File: src/rtl/gnr_node_multi_pkg.sv
// Shared constants for the multi-copy network node: default geometry and the
// smallest legal per-copy update divisor.
package gnr_node_multi_pkg;

  localparam int unsigned DEF_WIDTH   = 1;
  localparam int unsigned DEF_NCOPIES = 2;
  localparam int unsigned DEF_DIVW    = 4;
  localparam int unsigned MIN_DIV     = 1;

endpackage

File: src/rtl/gnr_node_copy.sv
// One independent node copy: state register, update divisor, step countdown
// and the one-cycle update strobe.
module gnr_node_copy
  import gnr_node_multi_pkg::*;
#(
  parameter int unsigned WIDTH = DEF_WIDTH,
  parameter int unsigned DIVW  = DEF_DIVW
) (
  input  logic             clk,
  input  logic             rst,
  input  logic             start_i,
  input  logic             reset_nos_i,
  input  logic [WIDTH-1:0] init_state_i,
  input  logic [DIVW-1:0]  div_i,
  input  logic             start_s_i,
  input  logic [WIDTH-1:0] next_s_i,
  output logic [WIDTH-1:0] s_o,
  output logic             upd_o
);

  logic [WIDTH-1:0] s_q, s_d;
  logic [DIVW-1:0]  d_q, d_d;
  logic [DIVW-1:0]  c_q, c_d;
  logic             upd_q, upd_d;

  always_comb begin
    s_d   = s_q;
    d_d   = d_q;
    c_d   = c_q;
    upd_d = 1'b0;
    if (reset_nos_i) begin
      s_d = init_state_i;
      // A zero divisor would never reload the countdown sensibly; clamp it.
      d_d = (div_i == '0) ? DIVW'(MIN_DIV) : div_i;
      c_d = '0;
    end else if (start_i && start_s_i) begin
      if (c_q == '0) begin
        s_d   = next_s_i;
        c_d   = d_q - DIVW'(1);
        upd_d = 1'b1;
      end else begin
        c_d = c_q - DIVW'(1);
      end
    end
  end

  always_ff @(posedge clk or posedge rst) begin
    if (rst) begin
      s_q   <= '0;
      d_q   <= DIVW'(MIN_DIV);
      c_q   <= '0;
      upd_q <= 1'b0;
    end else begin
      s_q   <= s_d;
      d_q   <= d_d;
      c_q   <= c_d;
      upd_q <= upd_d;
    end
  end

  assign s_o   = s_q;
  assign upd_o = upd_q;

endmodule

File: src/rtl/gnr_node_multi.sv
// Array of independent node copies with a copy-0 / copy-1 equality flag,
// typically used for tortoise/hare cycle detection.
module gnr_node_multi
  import gnr_node_multi_pkg::*;
#(
  parameter int unsigned WIDTH   = DEF_WIDTH,
  parameter int unsigned NCOPIES = DEF_NCOPIES,
  parameter int unsigned DIVW    = DEF_DIVW
) (
  input  logic                     clk,
  input  logic                     rst,
  input  logic                     start,
  input  logic                     reset_nos,
  input  logic [WIDTH-1:0]         init_state,
  input  logic [NCOPIES*DIVW-1:0]  div,
  input  logic [NCOPIES-1:0]       start_s,
  input  logic [NCOPIES*WIDTH-1:0] next_s,
  output logic [NCOPIES*WIDTH-1:0] s,
  output logic [NCOPIES-1:0]       upd,
  output logic                     eq01
);

  for (genvar k = 0; k < NCOPIES; k++) begin : g_copy
    gnr_node_copy #(
      .WIDTH (WIDTH),
      .DIVW  (DIVW)
    ) u_copy (
      .clk          (clk),
      .rst          (rst),
      .start_i      (start),
      .reset_nos_i  (reset_nos),
      .init_state_i (init_state),
      .div_i        (div[k*DIVW +: DIVW]),
      .start_s_i    (start_s[k]),
      .next_s_i     (next_s[k*WIDTH +: WIDTH]),
      .s_o          (s[k*WIDTH +: WIDTH]),
      .upd_o        (upd[k])
    );
  end

  assign eq01 = (s[WIDTH-1:0] == s[2*WIDTH-1:WIDTH]);

endmodule

File: config.mk
export PLATFORM = sky130hd
export DESIGN_NAME = gnr_node_multi
export DESIGN_NICKNAME = d
export VERILOG_FILES = /design/src/rtl/gnr_node_multi_pkg.sv /design/src/rtl/gnr_node_copy.sv /design/src/rtl/gnr_node_multi.sv
export SDC_FILE = /design/constraint.sdc
export NUM_CORES = 1
export LEC_CHECK = 0
export CORE_MARGIN = 2
export CORE_UTILIZATION = 30
export DETAILED_ROUTE_END_ITERATION = 10
export PLACE_DENSITY = 0.6
export SYNTH_ARGS = -nofsm -noshare
export SYNTH_HDL_FRONTEND = slang
export SYNTH_HIERARCHICAL = 1
export SYNTH_SLANG_ARGS = --single-unit
File: constraint.sdc
create_clock -name clk -period 1.4 [get_ports clk]
set_input_delay 0.28 -clock clk [delete_from_list [all_inputs] [get_ports clk]]
set_output_delay 0.28 -clock clk [all_outputs]
set_load 0.1 [all_outputs]
### After elaboration in Yosys (flattened, before gate mapping)

Index checks and enable logic that the tools add are counted.

| word-level totals | value |
|---|---|
| register bits | 20 |
| input bits | 17 |
| output and inout bits | 5 |
| word-level logic and storage cells | 45 |

| cells by class | value |
|---|---|
| $add $sub $neg | 4 |
| equality and inequality tests | 1 |
| multiplexer cells | 20 |
| reduce and logical (&&, ||, !) cells | 12 |

Operators with widths:

| cell | number |
|---|---|
| 2-to-1 mux 4 bit | 8 |
| logical NOT 4 bit | 4 |
| subtractor 4 x 1 -> 4 bit, second input constant | 4 |
| 2-to-1 mux 1 bit | 12 |
| nonzero test 2 bit | 4 |
| AND reduction 2 bit | 2 |
| logical AND 1 bit | 2 |
| equality test 1 bit | 1 |

### Depth between registers and ports, before layout

| depth | value |
|---|---|
| word-level depth | 4 |
| mapped depth | 4 |
| gate-level depth less buffers | 3 |

### Modules after synthesis

The synthesis kept the hierarchy.

By module, submodules not included:

| module | instances | cells each | area an instance (sq um) | seq. area each (sq um) |
|---|---|---|---|---|
| gnr_node_copy | 2 | 45 | 485.5 | 251.5 |
| gnr_node_multi | 1 | 1 | 8.8 | 0.0 |

### Worst setup path after synthesis

No wires, ideal clock.

| timing path | value |
|---|---|
| kind | reg-to-output |
| start | register g_copy[1].u_copy.s_q |
| end | output eq01 |
| data arrival time | 2.487 ns |
| required time | 1.120 ns |
| setup slack | -1.367 ns |
| cell stages (with the launch flop) | 2 |
| path buffers | 0 |
| cell sequence | dfrtp_1 xnor2_1 |

| on the way | value |
|---|---|
| cells in the longest elaborated chain, start to end | 1 |

RTL lines:

| item | line | RTL |
|---|---|---|
| from (decl) | gnr_node_copy.sv:21 | `logic [WIDTH-1:0] s_q, s_d;` |
| from (signal assigned) | gnr_node_copy.sv:49 | `s_q <= '0;` |
| from (signal assigned) | gnr_node_copy.sv:54 | `s_q <= s_d;` |
| equality test 1 bit | gnr_node_multi.sv:41 | `assign eq01 = (s[WIDTH-1:0] == s[2*WIDTH-1:WIDTH]);` |
| to (decl) | gnr_node_multi.sv:20 | `output logic eq01` |

No other way between the ends.

### Final worst setup path

| timing path | value |
|---|---|
| start | register g_copy[0].u_copy.s_q |
| end | output eq01 |

| on the way | value |
|---|---|
| cells in the longest elaborated chain, start to end | 1 |

RTL lines:

| item | line |
|---|---|
| from (decl) | gnr_node_copy.sv:21 |
| from (signal assigned) | gnr_node_copy.sv:49 |
| from (signal assigned) | gnr_node_copy.sv:54 |
| equality test 1 bit | gnr_node_multi.sv:41 |

No other way between the ends.

==> results.md <==
- RR Endpoint: g_copy[1].u_copy/c_q[2]
- Sequential area share after synthesis: 0.513
- Crit path kind: reg2out
- Core Area: 0.00308 mm2
- Total GRT Usage: 0.131
- Global-route wire length before repair: ~3600 um
- Share of cells above drive strength 1: 0.273
- CTS tree: done
- Launching point of the worst reg2reg path: g_copy[1].u_copy/c_q[2]
- IO Port Bufs: 21
- Crit path required time: between 1000 and 1500 ps
- RSZ-0062 raised after global routing: true
- Largest net degree at the start of global routing: 12
- Fin cells: 165
- 1st-iter DRT viols: 10
- Total Routed Length: approximately 2100 um
- Post-Syn Instances: between 90 and 100
- Pre-CTS setup slack: -200 ps
- Vias in the first global route: between 800 and 900
- Minimum clock period: 1480 ps
- Mapped Nets: 108
- Clock latency at the later pin of the worst-skew pair: between 200 and 300 ps
- Nets: roughly 140
- Die area: approximately 0.0037 mm2
- Area after DPL: between 0.001 and 0.0015 mm2
- Total CTS buffers: 3
- First-pass DRT Iterations: 4
- Drt drc: 0
- WL met3: ~96 um
- DR WL/cell: roughly 12 um
- Worst slew pin tran: ~390 ps
- Die width: approximately 61 um
- Fmax: a little under 700 MHz
- M1 WL: between 900 and 1000 um
- Final setup violation count: 1
- WL met2: 993 um
- Max-cap violations: 0
- Die Y: roughly 61 um
- Htree depth: 1
- Area Overhead vs Synth: 43.7%
- Uppermost layer routed: met4
- Post-route cell area: ~0.0014 mm2
- Hold Vio Cnt, Final: 0
- PwrDens: between 1000 and 1500 mW/mm2
- Vias/cell: approximately 5
- Worst-path clk slew: roughly 110 ps
- Largest cells by area after synthesis: dfrtp_1 (46%), mux2_2 (6.9%), dfstp_2 (5.4%)
- FF-to-FF setup slack: ~150 ps
- Max-slew headroom: 0.737
- Class of the worst hold path: in2async
- Total grt overflow: 0
- Largest stage delay on the critical path: between 500 and 600 ps
- Crit. End Element: primary output
- Antenna-violating nets left: 0
- Final Skew: between 2 and 3 ps
- Crit Path Max Fanout: 2
- Vias: between 800 and 900
- Worst Slack Setup Final: -81.6 ps
- Status: complete, but fails checks
- Share of the synthesized area in the top cell type: 0.460
- I/O Pins: 22
- Yosys top cell by area: dfrtp_1
- Pins Over Slew Limit: 0
- Hold slack: roughly 280 ps
- Gp weighted congestion: around 0.8
- Ant diodes: 0
- Crit path arrival time: ~1200 ps
- Worst VDD drop: 0.000302 V
- Placed Cells incl. Taps: roughly 160
- CP Cell Sequence: xnor2_4, buf_12
- Post-synthesis register bit count: 20
- Initial antenna violation count: 0
- Syn Area/Cell: between 10 and 15 um2
- Mapped cell area: ~980 um2
- Synth warn: 6
- CTS Hold Buffers Added: 0
- CTS root buf: clkbuf_4
- Violated checks: negative setup slack
- Clk buf depth: 2
- Fin crit share: 1.06
- Critical path's slowest cell: dfrtp_4
- Leak: between 0.5 and 0.6 nW
- Sink Count: 20
- Critical Path Source Type: flop
- Initial Util: 0.318
- DP Wirelength: around 1700 um
- Final core utilization: 0.457
- Synth cell types: 23
- Worst reg-to-reg path cell count: 3
- Row cnt: 20
==> layer usage <==
metal | vias up | global-route usage
li1 | 394 | -
met1 | 389 | 0.160
met2 | 20 | 0.216
met3 | 2 | 0.0294
met4 | 0 | 0.0652
met5 | - | 0
==> through the flow <==
step	setup TNS, ps	total power, mW
2_1_floorplan	-152	0.984
3_3_place_gp	-978	1.16
3_5_place_dp	-1270	1.17
4_1_cts	-125	1.52
5_1_grt	-194	1.59
6_report	-81.6	1.50
==> logic make-up (layout without fill, tap and decap cells) <==
family,Yosys count,in the layout,share of synthesized area
buffers and inverters,6,36,0.0255
multiplexers,6,6,0.0690
XOR/XNOR,5,5,0.0447
AO/OA/AOI/OAI,26,26,0.181
AND/OR/NAND/NOR,28,28,0.166
flip-flops,20,20,0.513
==> placed cells by master (no fill, tap or decap), drive strengths merged <==
cell type      synthesis  layout
a211oi                 2       2
inv                    4       4
a2bb2oi                2       2
a21oi                  4       4
dfstp                  2       2
o31ai                  2       2
o32ai                  2       2
xnor2                  5       5
nand4bb                2       2
o21a                   2       2
dfrtp                 18      18
o21ai                  6       6
o211ai                 2       2
clkbuf                 0       4
or2                    2       2
nand2                  6       6
clkdlybuf4s50          0      16
a211o                  2       2
nor2                   8       8
and4bb                 2       2
buf                    2      12
mux2                   6       6
nor3                   8       8
a31oi                  2       2
==> cell usage after synthesis <==
| library cell | number |
|---|---|
| dfrtp_1 | 18 |
| nor2_1 | 8 |
| mux2_2 | 6 |
| nand2_1 | 6 |
| nor3_1 | 6 |
| o21ai_0 | 6 |
| xnor2_1 | 5 |
| a21oi_1 | 4 |
| inv_1 | 4 |
| a211o_2 | 2 |
| a211oi_1 | 2 |
| a2bb2oi_1 | 2 |
| a31oi_1 | 2 |
| and4bb_2 | 2 |
| buf_2 | 2 |
| dfstp_2 | 2 |
| nand4bb_1 | 2 |
| nor3_2 | 2 |
| o211ai_1 | 2 |
| o21a_1 | 2 |
| o31ai_1 | 2 |
| o32ai_1 | 2 |
| or2_1 | 2 |
==> critical path: cells and delay by family (launching register included) <==
family                 cells  cell delay (ps)
flip-flops                 1              530
XOR/XNOR                   1              190
buffers and inverters      1              190
==> flip-flops by register name, summed over array words and instances, names as in the netlist <==
signal	flops
g_copy.u_copy/c_q	8
g_copy.u_copy/d_q	8
g_copy.u_copy/s_o	2
g_copy.u_copy/upd_o	2
==> cell type report <==
class,count,area [um2]
sequential,20,510
timing repair buffer,28,320
fill,307,1670
inverter,4,15.0
multi-input combinational,65,470
clock buffer,4,36.3
tap,44,55.1
==> timing repair <==
item / 4_1_cts / 5_1_grt
gates resized for setup: 1 / 1
endpoints found under the setup margin: 1 / 3
pin swaps: 1 / 1
buffers inserted: 2 / 0
==> worst max-delay path by stage <==
stage | start | endpoint | slack (ps) | cells past startpoint
floorplan | g_copy[0].u_copy/s_o | eq01 | -150 | 1
global placement | start | g_copy[1].u_copy/upd_o | -130 | 5
detailed placement | start | g_copy[1].u_copy/c_q[2] | -200 | 4
CTS | g_copy[1].u_copy/s_o | eq01 | -90 | 2
global route | g_copy[0].u_copy/s_o | eq01 | -120 | 2
finish | g_copy[0].u_copy/s_o | eq01 | -80 | 2
==> power by group <==
part,switching [mW],total (mW),internal [mW]
Combinational,0.245,0.472,0.227
Clock,0.175,0.333,0.158
Sequential,0.0609,0.697,0.636
(Power assumes the default switching activity.)
